===== src/rtl/memory_bus_arbiter_if.sv =====
`default_nettype none
// ============================================================================
// Module   : memory_bus_arbiter_if
// Purpose  : Bundles the two master ports (CPU = M0, display = M1) and the
//            single-port main-memory bus seen by memory_bus_arbiter.
// Revision : 1.0 - initial release
// ============================================================================
interface memory_bus_arbiter_if;
    // CPU data port (M0)
    logic        m0_req;
    logic [31:0] m0_addr;
    logic        m0_we;
    logic [3:0]  m0_be;
    logic [31:0] m0_wdata;
    logic        m0_ack;
    logic [31:0] m0_rdata;
    // Display scanout/fetch port (M1)
    logic        m1_req;
    logic [31:0] m1_addr;
    logic        m1_we;
    logic [3:0]  m1_be;
    logic [31:0] m1_wdata;
    logic        m1_ack;
    logic [31:0] m1_rdata;
    logic        m1_urgent;
    // Main-memory bus
    logic        mem_en;
    logic        mem_we;
    logic [31:0] mem_addr;
    logic [3:0]  mem_be;
    logic [31:0] mem_wdata;
    logic [31:0] mem_rdata;
    // Status
    logic        busy;
    logic        owner;

    // Arbiter view: takes requests, drives acks and the memory strobe
    modport slave (
        input  m0_req, m0_addr, m0_we, m0_be, m0_wdata,
        output m0_ack, m0_rdata,
        input  m1_req, m1_addr, m1_we, m1_be, m1_wdata, m1_urgent,
        output m1_ack, m1_rdata,
        output mem_en, mem_we, mem_addr, mem_be, mem_wdata,
        input  mem_rdata,
        output busy, owner
    );

    // Environment view: masters plus the memory itself
    modport master (
        output m0_req, m0_addr, m0_we, m0_be, m0_wdata,
        input  m0_ack, m0_rdata,
        output m1_req, m1_addr, m1_we, m1_be, m1_wdata, m1_urgent,
        input  m1_ack, m1_rdata,
        input  mem_en, mem_we, mem_addr, mem_be, mem_wdata,
        output mem_rdata,
        input  busy, owner
    );
endinterface
`default_nettype wire


===== src/rtl/memory_bus_arbiter.sv =====
`default_nettype none
// ============================================================================
// Module   : memory_bus_arbiter
// Purpose  : Shares one single-port main-memory bus between the CPU (M0) and
//            the display engine (M1). One transaction at a time, round-robin
//            with a display-urgent override and a CPU anti-starvation limit.
//            Fixed-latency reads, writes acknowledged one cycle after issue.
// Revision : 1.0 - initial release
// ============================================================================
module memory_bus_arbiter #(
    parameter int MEM_LATENCY  = 2,   // 1..15
    parameter int STARVE_LIMIT = 4    // 1..15
) (
    input  wire                 clk,
    input  wire                 reset,   // asynchronous, active-low
    memory_bus_arbiter_if.slave bus
);

    localparam logic [3:0] LAT_LOAD   = 4'(MEM_LATENCY - 1);
    localparam logic [3:0] STARVE_MAX = 4'(STARVE_LIMIT);

    typedef enum logic [1:0] {
        ST_IDLE  = 2'd0,
        ST_ISSUE = 2'd1,
        ST_WAIT  = 2'd2,
        ST_RESP  = 2'd3
    } state_t;

    state_t      state_q, state_d;
    logic        owner_q, owner_d;             // visible grant, 0 out of reset
    logic        last_owner_q, last_owner_d;   // tie-break history, 1 out of reset
    logic [3:0]  starve_cnt_q, starve_cnt_d;
    logic [3:0]  lat_cnt_q, lat_cnt_d;
    logic        mem_we_q, mem_we_d;
    logic [31:0] mem_addr_q, mem_addr_d;
    logic [3:0]  mem_be_q, mem_be_d;
    logic [31:0] mem_wdata_q, mem_wdata_d;
    logic [31:0] m0_rdata_q, m0_rdata_d;
    logic [31:0] m1_rdata_q, m1_rdata_d;
    logic        grant_m1;

    // State and datapath registers; reset also drops any in-flight read
    always_ff @(posedge clk or negedge reset) begin
        if (!reset) begin
            state_q      <= ST_IDLE;
            owner_q      <= 1'b0;
            last_owner_q <= 1'b1;
            starve_cnt_q <= '0;
            lat_cnt_q    <= '0;
            mem_we_q     <= 1'b0;
            mem_addr_q   <= '0;
            mem_be_q     <= '0;
            mem_wdata_q  <= '0;
            m0_rdata_q   <= '0;
            m1_rdata_q   <= '0;
        end else begin
            state_q      <= state_d;
            owner_q      <= owner_d;
            last_owner_q <= last_owner_d;
            starve_cnt_q <= starve_cnt_d;
            lat_cnt_q    <= lat_cnt_d;
            mem_we_q     <= mem_we_d;
            mem_addr_q   <= mem_addr_d;
            mem_be_q     <= mem_be_d;
            mem_wdata_q  <= mem_wdata_d;
            m0_rdata_q   <= m0_rdata_d;
            m1_rdata_q   <= m1_rdata_d;
        end
    end

    // Next-state: arbitration in IDLE, latency countdown and read capture in WAIT
    always_comb begin
        state_d      = state_q;
        owner_d      = owner_q;
        last_owner_d = last_owner_q;
        starve_cnt_d = starve_cnt_q;
        lat_cnt_d    = lat_cnt_q;
        mem_we_d     = mem_we_q;
        mem_addr_d   = mem_addr_q;
        mem_be_d     = mem_be_q;
        mem_wdata_d  = mem_wdata_q;
        m0_rdata_d   = m0_rdata_q;
        m1_rdata_d   = m1_rdata_q;
        grant_m1     = 1'b0;

        case (state_q)
            ST_IDLE: begin
                if (bus.m0_req || bus.m1_req) begin
                    if (bus.m0_req && bus.m1_req) begin
                        // Starvation guard outranks urgency, urgency outranks fairness
                        if (starve_cnt_q == STARVE_MAX) begin
                            grant_m1 = 1'b0;
                        end else if (bus.m1_urgent) begin
                            grant_m1 = 1'b1;
                        end else begin
                            grant_m1 = ~last_owner_q;
                        end
                    end else begin
                        grant_m1 = bus.m1_req;
                    end

                    owner_d      = grant_m1;
                    last_owner_d = grant_m1;
                    state_d      = ST_ISSUE;

                    if (grant_m1) begin
                        mem_we_d    = bus.m1_we;
                        mem_addr_d  = bus.m1_addr;
                        mem_be_d    = bus.m1_be;
                        mem_wdata_d = bus.m1_wdata;
                        // Only a CPU that was actually waiting counts as a loss
                        if (bus.m0_req && (starve_cnt_q != STARVE_MAX)) begin
                            starve_cnt_d = starve_cnt_q + 4'd1;
                        end
                    end else begin
                        mem_we_d     = bus.m0_we;
                        mem_addr_d   = bus.m0_addr;
                        mem_be_d     = bus.m0_be;
                        mem_wdata_d  = bus.m0_wdata;
                        starve_cnt_d = '0;
                    end
                end
            end

            ST_ISSUE: begin
                if (mem_we_q) begin
                    state_d = ST_RESP;
                end else begin
                    state_d   = ST_WAIT;
                    lat_cnt_d = LAT_LOAD;
                end
            end

            ST_WAIT: begin
                if (lat_cnt_q == 4'd0) begin
                    if (owner_q) begin
                        m1_rdata_d = bus.mem_rdata;
                    end else begin
                        m0_rdata_d = bus.mem_rdata;
                    end
                    state_d = ST_RESP;
                end else begin
                    lat_cnt_d = lat_cnt_q - 4'd1;
                end
            end

            ST_RESP: begin
                state_d = ST_IDLE;
            end

            default: begin
                state_d = ST_IDLE;
            end
        endcase
    end

    // Outputs decode directly from registered state so nothing glitches
    assign bus.mem_en    = (state_q == ST_ISSUE);
    assign bus.mem_we    = mem_we_q;
    assign bus.mem_addr  = mem_addr_q;
    assign bus.mem_be    = mem_be_q;
    assign bus.mem_wdata = mem_wdata_q;
    assign bus.m0_ack    = (state_q == ST_RESP) && !owner_q;
    assign bus.m1_ack    = (state_q == ST_RESP) &&  owner_q;
    assign bus.m0_rdata  = m0_rdata_q;
    assign bus.m1_rdata  = m1_rdata_q;
    assign bus.busy      = (state_q != ST_IDLE);
    assign bus.owner     = owner_q;

endmodule
`default_nettype wire


===== src/flat_wrapper.sv =====
// flat-port wrapper written by rule: the top's interface ports become plain ports
module memory_bus_arbiter_flat 
#(
    parameter int MEM_LATENCY  = 2,           
    parameter int STARVE_LIMIT = 4            
)
  (clk, reset, bus_m0_req, bus_m0_addr, bus_m0_we, bus_m0_be, bus_m0_wdata, bus_m0_ack, bus_m0_rdata, bus_m1_req, bus_m1_addr, bus_m1_we, bus_m1_be, bus_m1_wdata, bus_m1_urgent, bus_m1_ack, bus_m1_rdata, bus_mem_en, bus_mem_we, bus_mem_addr, bus_mem_be, bus_mem_wdata, bus_mem_rdata, bus_busy, bus_owner);
  memory_bus_arbiter_if bus_i ();
  input  wire clk;
  input  wire reset;
  input wire logic [$bits(bus_i.m0_req)-1:0] bus_m0_req;
  input wire logic [$bits(bus_i.m0_addr)-1:0] bus_m0_addr;
  input wire logic [$bits(bus_i.m0_we)-1:0] bus_m0_we;
  input wire logic [$bits(bus_i.m0_be)-1:0] bus_m0_be;
  input wire logic [$bits(bus_i.m0_wdata)-1:0] bus_m0_wdata;
  output wire logic [$bits(bus_i.m0_ack)-1:0] bus_m0_ack;
  output wire logic [$bits(bus_i.m0_rdata)-1:0] bus_m0_rdata;
  input wire logic [$bits(bus_i.m1_req)-1:0] bus_m1_req;
  input wire logic [$bits(bus_i.m1_addr)-1:0] bus_m1_addr;
  input wire logic [$bits(bus_i.m1_we)-1:0] bus_m1_we;
  input wire logic [$bits(bus_i.m1_be)-1:0] bus_m1_be;
  input wire logic [$bits(bus_i.m1_wdata)-1:0] bus_m1_wdata;
  input wire logic [$bits(bus_i.m1_urgent)-1:0] bus_m1_urgent;
  output wire logic [$bits(bus_i.m1_ack)-1:0] bus_m1_ack;
  output wire logic [$bits(bus_i.m1_rdata)-1:0] bus_m1_rdata;
  output wire logic [$bits(bus_i.mem_en)-1:0] bus_mem_en;
  output wire logic [$bits(bus_i.mem_we)-1:0] bus_mem_we;
  output wire logic [$bits(bus_i.mem_addr)-1:0] bus_mem_addr;
  output wire logic [$bits(bus_i.mem_be)-1:0] bus_mem_be;
  output wire logic [$bits(bus_i.mem_wdata)-1:0] bus_mem_wdata;
  input wire logic [$bits(bus_i.mem_rdata)-1:0] bus_mem_rdata;
  output wire logic [$bits(bus_i.busy)-1:0] bus_busy;
  output wire logic [$bits(bus_i.owner)-1:0] bus_owner;
  assign bus_i.m0_req = bus_m0_req;
  assign bus_i.m0_addr = bus_m0_addr;
  assign bus_i.m0_we = bus_m0_we;
  assign bus_i.m0_be = bus_m0_be;
  assign bus_i.m0_wdata = bus_m0_wdata;
  assign bus_m0_ack = bus_i.m0_ack;
  assign bus_m0_rdata = bus_i.m0_rdata;
  assign bus_i.m1_req = bus_m1_req;
  assign bus_i.m1_addr = bus_m1_addr;
  assign bus_i.m1_we = bus_m1_we;
  assign bus_i.m1_be = bus_m1_be;
  assign bus_i.m1_wdata = bus_m1_wdata;
  assign bus_i.m1_urgent = bus_m1_urgent;
  assign bus_m1_ack = bus_i.m1_ack;
  assign bus_m1_rdata = bus_i.m1_rdata;
  assign bus_mem_en = bus_i.mem_en;
  assign bus_mem_we = bus_i.mem_we;
  assign bus_mem_addr = bus_i.mem_addr;
  assign bus_mem_be = bus_i.mem_be;
  assign bus_mem_wdata = bus_i.mem_wdata;
  assign bus_i.mem_rdata = bus_mem_rdata;
  assign bus_busy = bus_i.busy;
  assign bus_owner = bus_i.owner;
  memory_bus_arbiter #(.MEM_LATENCY(MEM_LATENCY), .STARVE_LIMIT(STARVE_LIMIT)) u_core (.clk(clk), .reset(reset), .bus(bus_i));
endmodule

===== config.mk =====
export PLATFORM = sky130hd
export DESIGN_NAME = memory_bus_arbiter_flat
export DESIGN_NICKNAME = d
export VERILOG_FILES = /design/src/rtl/memory_bus_arbiter_if.sv /design/src/rtl/memory_bus_arbiter.sv /design/src/flat_wrapper.sv
export SDC_FILE = /design/constraint.sdc
export NUM_CORES = 1
export LEC_CHECK = 0
export ABC_CLOCK_PERIOD_IN_PS = 2000
export CAP_MARGIN = 15
export CORE_ASPECT_RATIO = 0.5
export CORE_MARGIN = 5
export CORE_UTILIZATION = 41
export CTS_BUF_LIST = sky130_fd_sc_hd__clkbuf_16
export DETAILED_ROUTE_END_ITERATION = 6
export PLACE_DENSITY = 0.85
export RECOVER_POWER = 50
export SYNTH_ARGS = -nofsm -noshare
export SYNTH_HDL_FRONTEND = slang
export SYNTH_SLANG_ARGS = --single-unit

===== constraint.sdc =====
create_clock -name clk -period 2 [get_ports clk]
set_input_delay 0.4 -clock clk [delete_from_list [all_inputs] [get_ports clk]]
set_output_delay 0.4 -clock clk [all_outputs]
set_load 0.03 [all_outputs]

==> results summary <==
The flow ran to the end, and the final reports show no timing, DRC or antenna violations. For this run, the total global-route usage over all layers was measured as 0.225. The hold slack is 0.386 ns. Global routing finished with a remaining overflow of 0. The critical path's top delay family is buffers and inverters.

The largest driver fanout on the critical path came out at 2. The worst path needs 1.93 ns of the cycle, external delays included. The type of the setup path with the least slack is reg -> out. After synthesis, the largest family of logic cells by area is compound AO/OA/AOI/OAI gates.

The count of antenna diodes in the layout came out at 0. The post-route DRC violation count came out at 0. Measured along the x axis, the die boundary spans 213 um.

The HPWL after detailed placement is 18.8 mm. The delay of the slowest critical-path stage is 0.75 ns. The layout cell share with drive strength beyond 1 came out at 0.190. Averaged over all synthesized cells, the footprint is 10.5 sq um.

The worst max-slew margin expressed relative to the limit is 0.257. The count of buffer and inverter cells on the critical path came out at 1. The placer's final routability congestion estimate came out at 0.807. VDD sags by at most 0.000637 V.

The floorplan step defined a core boundary enclosing 20400 sq um. The sum of negative setup slack is 0 ns. In this run the deepest clock path goes through 2 buffers. The initial cell density of the core came out at 0.413. The cell area after technology mapping came out at 8410 sq um. The actual transition at the worst max-transition pin came out at 1.11 ns. The clock root buffer is clkbuf_16. The final period utilization is 0.965.

The number of setup violations in the final report came out at 0. Setup repair after global routing left no endpoint under its margin. From synthesis to final layout, the design area changed by 47.1%.

The per-cell via count in the routed design came out at 6.02. The wire length of the first global-routing pass is 43.7 mm. The signal on the critical path passes through clkdlybuf4s50_1.

The worst setup path is captured at an output port. The total placed cells including tap cells came out at 1300. The layout net count is 1236. For this design the static power due to leakage is 0.00486 uW. The type of origin of the critical path is a flip-flop. The post-layout worst setup margin came out at 0.0706 ns. The detailed-routing iteration count for the pre-antenna-repair pass came out at 5. Dividing the detail-routed wire length by the instance count gives 21.0 um. Between clock sinks in the finished design, the worst skew comes to 0.00577 ns. The library cell used most frequently in the layout, excluding fill and tap cells, is clkdlybuf4s50_1. Of the total synthesized cell area, the portion taken by AND, OR, NAND and NOR gates is 0.149. The clock-pin slew reported for the worst setup and hold paths after clock tree synthesis is 0.06 ns. The maximum number of pins on one net before global-route repair is 112. In this run, synthesis inferred 0 flip-flops with an integrated enable. TritonCTS built the clock tree. Dividing total power by cell area gives a power density of 1620 nW/um^2. The number of non-filler instances in the completed layout is 1339. The height of the die is 111 um. Of the total synthesized cell area, the portion taken by XOR and XNOR cells is 0. Among all flip-flop cells after synthesis, the most frequent one is dfrtp_1. The number of filler cells placed in the layout came out at 1659. The number of core rows is 37.

The area of the die is 23600 sq um. In the layout the commonest cells are 275 x clkdlybuf4s50_1, 144 x dfrtp_1, 136 x o211ai_1. The arrival time at the worst endpoint came out at 1.53 ns. The number of distinct library cells after synthesis came out at 42. The type of the most critical hold path is in -> reg.

The instance count of the mapped netlist is 802. The number of maximum-capacitance violations came out at 0. In the post-synthesis netlist, the biggest area contributors are dfrtp_1 43%, o211ai_1 12%, and4b_1 8.3%. When the netlist entered floorplanning its net count stood at 985. The number of hold-slack violations in the final timing report is 0. The placed instances occupy a cell area of 11700 sq um. The routed layout has 8056 vias.

The number of nets with antenna violations after detailed routing came out at 0. The initial antenna violation count is 1. The compound-cell area share of the yosys netlist is 0.253. Counting flops with an async set or reset pin after synthesis yields a share of 1.00.

The worst slack after detailed placement is -0.00227 ns. The total clock buffers created by CTS is 17. The endpoint required time on the critical path came out at 1.60 ns.

The Yosys step of the flow raised 0 warnings. The peak clock frequency supported by timing came out at 518 MHz. The share of synthesized area occupied by flip-flops and latches came out at 0.432.

The portion of synthesized area spent on multiplexers is 0.0883. The final instance area came out at 12400 sq um. Clock latency on the worst-skew pair, taken at its later pin, is 0.42 ns. Wires add up to 28.1 mm. The fraction of the mapped netlist area in adder cells is 0.0119. The total clock sinks came out at 145. The count of final max-slew check failures is 0.

The worst setup slack for register-to-register paths came out at 0.12 ns. The number of DRC markers in iteration 0 is 841. The area share of the largest cell type after synthesis is 0.429. The number of flip-flops and latches in the synthesized netlist came out at 145. The slowest cell on the critical path is clkdlybuf4s50_1. The via count of the first global-routing pass came out at 7932. The boundary pin count is 313. The top cell type by total area after synthesis is dfrtp_1. The H-tree generated during clock tree synthesis spans 4 levels. The count of buffers from port buffering came out at 312.
[timing repair]
item	4_1_cts	5_1_grt
setup endpoints to repair	4	78
cloned	0	3
hold buffers	1	0
buffers inserted	0	3
resized for setup	10	15
endpoints found under the hold margin	38	0
pin swaps	0	1
[layer usage]
metal | up-vias | global-route usage | share of wire
met5 | - | 0 | 0.00046
met3 | 74 | 0.0438 | 0.051
met2 | 299 | 0.371 | 0.50
li1 | 3667 | - | -
met4 | 2 | 0.0950 | 0.038
met1 | 4014 | 0.291 | 0.41
[worst min-delay path: stages]
cell and delay (ns):
buf_6 0.17, a21oi_1 0.17, a31oi_1 0.05
[where the power goes]
group / switching (uW) / total [uW] / leakage, uW / internal [uW]
Sequential: 919 / 5330 / 0.00178 / 4410
Clock: 1300 / 3260 / 0.000292 / 1950
Combinational: 6750 / 11500 / 0.00279 / 4710
Total: 8970 / 20000 / 0.00486 / 11100
[cell families after synthesis]
kind of cell / Yosys count
AO/OA/AOI/OAI: 296
flip-flops: 145
adder cells (fa/ha/maj): 8
buffers and inverters: 119
AND/OR/NAND/NOR: 168
multiplexers: 66
[through the flow]
| stage | power (uW) | utilization |
|---|---|---|
| after floorplan | 12000 | - |
| after global placement | 16500 | 0.575 |
| after detailed placement | 16900 | 0.575 |
| after CTS | 20200 | 0.605 |
| after global routing | 21100 | 0.607 |
| final | 20000 | 0.607 |
[synthesized netlist by cell type (all sizes together), types with 2 or more instances]
cell type / n
clkbuf: 57
nand2b: 2
a31oi: 3
o211a: 2
a31o: 68
nand4: 2
and4b: 70
buf: 53
o211ai: 136
a21oi: 73
nor2b: 2
o21ai: 6
nand3: 75
mux2: 65
dfrtp: 144
nand2: 7
o32a: 2
inv: 9
ha: 8
nand3b: 2
[flip-flops by register name (all words and copies together) (netlist names), 2 cells and up]
register / cells
u_core.bus.mem_wdata: 32
u_core.bus.m1_rdata: 32
u_core.bus.mem_addr: 32
u_core.starve_cnt_q: 4
u_core.bus.mem_be: 4
u_core.state_q: 2
u_core.lat_cnt_q: 4
u_core.bus.m0_rdata: 32
[path summary, 6_finish.rpt]
kind | start | to | cells after the start
hold reg to reg | u_core.bus.m0_rdata[23] | u_core.bus.m0_rdata[23] | 1
setup / recovery | u_core.bus.mem_wdata[27] | bus_mem_wdata[27] | 1
max in group asynchronous | reset | u_core.bus.m1_rdata[7] | 3
min in group asynchronous | reset | u_core.bus.mem_addr[1] | 2
hold / removal | bus_m1_req | u_core.last_owner_q | 3
setup reg to reg | u_core.lat_cnt_q[1] | u_core.bus.m1_rdata[12] | 6
[layout make-up]
type / instances / area [sq um] / share of cell area
Clock buffer: 17 / 425 / 0.0344
Tap cell: 273 / 342 / 0.0276
Multi-Input combinational cell: 538 / 4260 / 0.344
Clock inverter: 15 / 168 / 0.0136
Inverter: 9 / 36.3 / 0.00293
Timing Repair Buffer: 342 / 3510 / 0.284
Sequential cell: 145 / 3630 / 0.293
No activity file was read; power rests on OpenSTA's default activity.
